File: config.mk
export PLATFORM = sky130hd
export DESIGN_NAME = mips_run_ctrl
export DESIGN_NICKNAME = d
export VERILOG_FILES = /design/src/rtl/mips_run_pkg.sv /design/src/rtl/mips_halt_det.sv /design/src/rtl/mips_run_ctrl.sv
export SDC_FILE = /design/constraint.sdc
export NUM_CORES = 1
export LEC_CHECK = 0
export BUFFER_PORTS_ARGS = -buffer_cell sky130_fd_sc_hd__buf_2
export CORE_ASPECT_RATIO = 0.75
export CORE_UTILIZATION = 50
export DETAILED_ROUTE_END_ITERATION = 10
export PLACE_DENSITY = 0.74
export SLEW_MARGIN = 5
export SYNTH_ARGS = -nofsm -noshare
export SYNTH_HDL_FRONTEND = slang
export SYNTH_HIERARCHICAL = 1
export SYNTH_SLANG_ARGS = --single-unit
File: constraint.sdc
create_clock -name clk -period 3.76 [get_ports clk]
set_clock_uncertainty 0.15 [all_clocks]
set_input_delay 0.376 -clock clk [delete_from_list [all_inputs] [get_ports clk]]
set_output_delay 0.376 -clock clk [all_outputs]
set_load 0.05 [all_outputs]
File: src/rtl/mips_run_pkg.sv
// Shared types for the mips run controller: FSM states, run status
// codes and the PC signature step function.
package mips_run_pkg;

    typedef enum logic [1:0] {
        IDLE = 2'd0,
        RST  = 2'd1,
        RUN  = 2'd2,
        DONE = 2'd3
    } state_t;

    localparam logic [1:0] ST_NONE    = 2'd0;
    localparam logic [1:0] ST_HALT    = 2'd1;
    localparam logic [1:0] ST_TIMEOUT = 2'd2;

    // Rotate left by one, then fold in the retired PC.
    function automatic logic [31:0] sig_step(
        input logic [31:0] sig,
        input logic [31:0] pc
    );
        return {sig[30:0], sig[31]} ^ pc;
    endfunction

endpackage

File: src/rtl/mips_halt_det.sv
// Self-loop halt detector: flags the retire that completes HALT_REPEAT
// consecutive retires at one PC.
// Ports: clk, reset (async, active-low), clear (sync), retire, pc in;
//        halt out (combinational pulse on the completing retire).
module mips_halt_det #(
    parameter int HALT_REPEAT = 4
) (
    input  logic        clk,
    input  logic        reset,
    input  logic        clear,
    input  logic        retire,
    input  logic [31:0] pc,
    output logic        halt
);

    localparam int RW = $clog2(HALT_REPEAT + 1);
    localparam logic [RW-1:0] REP_LAST = RW'(HALT_REPEAT - 1);
    localparam logic [RW-1:0] REP_MAX  = RW'(HALT_REPEAT);
    localparam logic [RW-1:0] REP_ONE  = RW'(1);

    logic [31:0]   last_pc;
    logic [RW-1:0] rep;
    logic          match;

    // rep == 0 means no retire seen since clear, so last_pc is invalid.
    assign match = (rep != '0) && (pc == last_pc);
    assign halt  = retire && match && (rep == REP_LAST);

    always_ff @(posedge clk or negedge reset) begin
        if (!reset) begin
            last_pc <= '0;
            rep     <= '0;
        end else if (clear) begin
            last_pc <= '0;
            rep     <= '0;
        end else if (retire) begin
            last_pc <= pc;
            if (!match)
                rep <= REP_ONE;
            else if (rep != REP_MAX)
                rep <= rep + REP_ONE;
        end
    end

endmodule

File: src/rtl/mips_run_ctrl.sv
// Run controller for the single-cycle mips core: sequences core reset,
// counts run cycles and retires, ends each run on halt or timeout and
// repeats for NUM_RUNS runs per start.
// Ports: clk, reset (async, active-low), start, retire, retire_pc in;
//        cpu_reset, running, done, status, run_idx, cycle_cnt,
//        instr_cnt, sig_out out.
// Optional: define MIPS_RUN_SIG_EN to build the PC signature register;
//        otherwise sig_out is tied to zero.
module mips_run_ctrl
    import mips_run_pkg::*;
#(
    parameter int RST_CYCLES  = 1,
    parameter int MAX_CYCLES  = 500,
    parameter int NUM_RUNS    = 1,
    parameter int HALT_REPEAT = 4,
    parameter int CNT_W       = 32
) (
    input  logic             clk,
    input  logic             reset,
    input  logic             start,
    input  logic             retire,
    input  logic [31:0]      retire_pc,
    output logic             cpu_reset,
    output logic             running,
    output logic             done,
    output logic [1:0]       status,
    output logic [7:0]       run_idx,
    output logic [CNT_W-1:0] cycle_cnt,
    output logic [CNT_W-1:0] instr_cnt,
    output logic [31:0]      sig_out
);

    localparam int RCW = (RST_CYCLES > 1) ? $clog2(RST_CYCLES) : 1;
    localparam logic [RCW-1:0]   RST_LAST = RCW'(RST_CYCLES - 1);
    localparam logic [CNT_W-1:0] CYC_LAST = CNT_W'(MAX_CYCLES - 1);
    localparam logic [CNT_W-1:0] CNT_ONE  = CNT_W'(1);
    localparam logic [7:0]       LAST_RUN = 8'(NUM_RUNS - 1);

    state_t         state;
    state_t         next_state;
    logic [RCW-1:0] rst_cnt;

    logic in_rst;
    logic in_run;
    logic rtr;
    logic halt;
    logic tout;
    logic fin;
    logic last;
    logic rst_end;
    logic launch;

    logic cpu_reset_d;
    logic running_d;
    logic done_d;

    assign in_rst  = (state == RST);
    assign in_run  = (state == RUN);
    assign rtr     = retire && in_run;
    assign tout    = in_run && (cycle_cnt == CYC_LAST);
    assign fin     = in_run && (halt || tout);
    assign last    = (run_idx >= LAST_RUN);
    assign rst_end = in_rst && (rst_cnt == RST_LAST);
    assign launch  = start && ((state == IDLE) || (state == DONE));

    mips_halt_det #(
        .HALT_REPEAT (HALT_REPEAT)
    ) u_halt (
        .clk    (clk),
        .reset  (reset),
        .clear  (in_rst),
        .retire (rtr),
        .pc     (retire_pc),
        .halt   (halt)
    );

    // State register; the FSM outputs are registered here too so that
    // they switch together with the state.
    always_ff @(posedge clk or negedge reset) begin
        if (!reset) begin
            state     <= IDLE;
            cpu_reset <= 1'b1;
            running   <= 1'b0;
            done      <= 1'b0;
        end else begin
            state     <= next_state;
            cpu_reset <= cpu_reset_d;
            running   <= running_d;
            done      <= done_d;
        end
    end

    always_comb begin
        next_state = state;
        unique case (state)
            IDLE: if (start)   next_state = RST;
            RST:  if (rst_end) next_state = RUN;
            RUN:  if (fin)     next_state = last ? DONE : RST;
            DONE: if (start)   next_state = RST;
            default:           next_state = IDLE;
        endcase
    end

    // Outputs decoded from the next state, so they are valid on the
    // first cycle the FSM spends in that state.
    always_comb begin
        cpu_reset_d = 1'b1;
        running_d   = 1'b0;
        done_d      = 1'b0;
        unique case (next_state)
            RUN: begin
                cpu_reset_d = 1'b0;
                running_d   = 1'b1;
            end
            DONE:    done_d = 1'b1;
            default: ;
        endcase
    end

    always_ff @(posedge clk or negedge reset) begin
        if (!reset)
            rst_cnt <= '0;
        else if (in_rst && !rst_end)
            rst_cnt <= rst_cnt + RCW'(1);
        else
            rst_cnt <= '0;
    end

    // The ending cycle does not advance cycle_cnt, so a timeout leaves
    // it at MAX_CYCLES-1; the ending retire itself is still counted.
    always_ff @(posedge clk or negedge reset) begin
        if (!reset) begin
            cycle_cnt <= '0;
            instr_cnt <= '0;
        end else if (in_rst) begin
            cycle_cnt <= '0;
            instr_cnt <= '0;
        end else begin
            if (in_run && !fin && (cycle_cnt != '1))
                cycle_cnt <= cycle_cnt + CNT_ONE;
            if (rtr && (instr_cnt != '1))
                instr_cnt <= instr_cnt + CNT_ONE;
        end
    end

    always_ff @(posedge clk or negedge reset) begin
        if (!reset) begin
            status  <= ST_NONE;
            run_idx <= '0;
        end else if (launch) begin
            status  <= ST_NONE;
            run_idx <= '0;
        end else if (fin) begin
            status <= halt ? ST_HALT : ST_TIMEOUT;
            if (!last)
                run_idx <= run_idx + 8'd1;
        end
    end

`ifdef MIPS_RUN_SIG_EN
    logic [31:0] sig;

    always_ff @(posedge clk or negedge reset) begin
        if (!reset)
            sig <= '0;
        else if (in_rst)
            sig <= '0;
        else if (rtr)
            sig <= sig_step(sig, retire_pc);
    end

    assign sig_out = sig;
`else
    assign sig_out = '0;
`endif

endmodule

==> impl_results.md <==
- IO Pins: 145
- Pre-CTS setup slack: 734 ps
- CTS Buf Count: 9
- GRT met2 Usage: 37.9%
- Power density over cell area: 368 nW/µm²
- Layout cells sized above 1: 20.4%
- WL final: 14600 µm
- Slowest stage delay, CP: 420 ps
- First-pass GRT wire length: 24200 µm
- DR vias/cell: 5.83
- Placed Area: 6790 µm²
- Kind of end point of the critical path: flop
- Flops & latches, synth: 107
- Clk pin slew, worst setup/hold paths: 70 ps
- GRT busiest layer: met2
- Largest net degree at the start of global routing: 85
- Worst path arrival time: 3160 ps
- Sum of negative setup slack: 0 ps
- Worst path slowest cell: nor4_1
- Gr ovfl total: 0
- Asr flop ratio synth: 100%
- Status: completed
- DRC viols: 0
- RR Startpoint: u_halt/rep[0]
- R2R Path End: cycle_cnt[28]
- Buf/Inv on CP: 1
- Tmin final: 3050 ps
- GR Util met3: 5.40%
- Hold Crit Class: in -> async
- Initial antenna violation count: 1
- Seq/Total Area, Yosys: 42.6%
- Final hold violation count: 0
- Most common cell after layout, fill and taps aside: dfrtp_1
- Post-DRT Antenna Nets: 0
- Startpoint types: flop
- Die area: 13000 µm²
- Hpwl dp: 10300 µm
- Clock Latency Late Sink: 340 ps
- Core area: 12300 µm²
- Max Root-Sink Buffers: 2
- CP top delay family: simple AND/OR/NAND/NOR gates
- First-pass detailed-route iteration total: 7
- Req. time, crit path: 3870 ps
- Slew Viols, Final: 0
- Max Clock Freq: 328 MHz
- Setup bufs post-CTS: 0
- Via count: 5393
- Max cap viols: 0
- DIE HEIGHT: 99.1 µm
- Top_reg_cell synth: dfrtp_1
- Pin slew with the least headroom to its limit: 1090 ps
- IO buf count: 104
- Starting Density: 51.2%
- Post-synth top area cell: dfrtp_1
- Fillers: 1083
- Most frequent cells in the layout: 106 x dfrtp_1, 103 x buf_2, 64 x nor2_1
- GP Congestion: 0.887
- Sink Count: 107
- Diodes inserted: 0
- Layout area overhead: 12.8%
- Finish-stage setup viols: 0
- Die width: 131 µm
- Worst setup path category: reg -> reg
- M1 GR Usage: 30.1%
- Worst path cell trace: inv_1 -> ha_1 -> a21oi_1 -> and4_4 -> and3_1 -> and3_1 -> nor4_1 -> o2111ai_1 -> or3_1 -> a21oi_1
- Initial DRC Count: 405
- Warnings, synthesis: 6
- Final worst slack: 708 ps
- Post-synth EDFFs: 0
- # nets final: 797
- Max IR drop VDD: 0.000237 V
- Wirelength per Cell: 15.8 µm
- Finished Layout Cells: 925
- Area of the mapped netlist: 6280 µm²
- Site Rows: 35
- Period utilisation layout: 81.2%
- Synth top area cells: dfrtp_1 42%, mux2i_1 5.3%, buf_4 5.0%
- Synthesized instance count: 662
- Hold_buf cts: 0
- LEAKAGE: 3.31 nW
- RSZ-0062 raised after global routing: false
- Library cells used by synthesis: 62
- Share of the synthesized area in the top cell type: 42.2%
- Post-layout instance area: 7090 µm²
- Placed cells: 909
- Fin util: 57.8%
- Worst relative slew slack: 27.5%
- Vias in the first global route: 5075
- Mean Syn Cell Area: 9.49 µm²
- CTS tree: yes
- Htree depth: 3
- Max FO, Critical Path: 11
- Root Driver: clkbuf_16
- Total Routing Usage GR: 23.0%
- Worst R2R Setup Slack: 710 ps
- Post-cts sizing count: 0
- Worst R2R Path Depth: 10
==> metrics by stage <==
step                      hold slack (ps)  power (mW)
after global placement                373        1.70
after CTS                             113        2.63
after detailed placement              382        1.71
after global routing                  149        2.72
after floorplan                     -69.6        1.62
final                                29.2        2.61
==> registers in the layout, summed over array words and instances (netlist names) <==
| register | count |
|---|---|
| state | 2 |
| cycle_cnt | 32 |
| cpu_reset | 1 |
| rst_cnt | 1 |
| status | 2 |
| u_halt/last_pc | 32 |
| u_halt/rep | 3 |
| instr_cnt | 32 |
| running | 1 |
| done | 1 |
==> cells in the mapped netlist, types with 4 or more instances <==
cell type,n
a21oi_1,50
buf_4,42
xor2_1,19
mux2i_1,33
nand4_1,25
and4_1,9
o31ai_1,20
ha_1,7
o21ai_0,28
or4_1,20
clkbuf_1,19
nor4_1,12
inv_1,18
dfrtp_1,106
nor2b_1,9
nor2_1,64
nand2_1,27
and3_1,12
mux2_2,8
nor3b_1,4
xnor2_1,21
nor3_1,4
nand3_1,23
or3_1,24
buf_2,9
==> layer usage <==
| layer | vias up | part of all wire [%] |
|---|---|---|
| li1 | 2518 | - |
| met1 | 2650 | 45 |
| met2 | 201 | 47 |
| met3 | 24 | 6.6 |
| met4 | 0 | 1.6 |
| met5 | - | 0 |
==> cell type report <==
cell class | count | area [µm²] | share of cell area [%]
clock buffers | 13 | 270 | 3.81
clock inverters | 3 | 21.3 | 0.300
inverters | 18 | 67.6 | 0.954
multi-input cells | 506 | 3260 | 46.0
flip-flops and latches | 107 | 2680 | 37.8
well taps | 166 | 208 | 2.93
repair buffers | 112 | 583 | 8.23
==> power by group <==
part	total, mW	internal, mW	switching [mW]
Sequential	1.27	1.21	0.0618
Clock	0.922	0.505	0.418
Combinational	0.414	0.112	0.302
==> worst max path at each step <==
stage                              from            end  cells after the start
final                     u_halt/rep[0]  cycle_cnt[28]                     10
after global routing      u_halt/rep[1]  cycle_cnt[30]                     10
after global placement     retire_pc[9]   cycle_cnt[8]                     10
after detailed placement   retire_pc[3]   cycle_cnt[8]                     10
after CTS                 u_halt/rep[1]  cycle_cnt[29]                     10
after floorplan                state[0]  cycle_cnt[28]                     13
==> cell families after synthesis <==
group                    count (synthesis)  synth area share, %
AO/OA/AOI/OAI                          116                 10.9
flip-flops                             107                 42.6
XOR/XNOR                                40                 5.58
AND/OR/NAND/NOR                        260                 24.5
multiplexers                            42                 6.87
adder cells (fa/ha/maj)                  7                 1.39
buffers and inverters                   89                 8.12
other                                    1               0.0597
==> worst reg2reg max path, delay by kind of cell (launching register included) <==
kind / cells / cell delay, ps
buf+inv: 1 / 110
fa+ha+maj: 1 / 200
simple gates: 5 / 1530
compound gates: 3 / 590
flops: 1 / 380
Power figures use the tool's default switching activity.
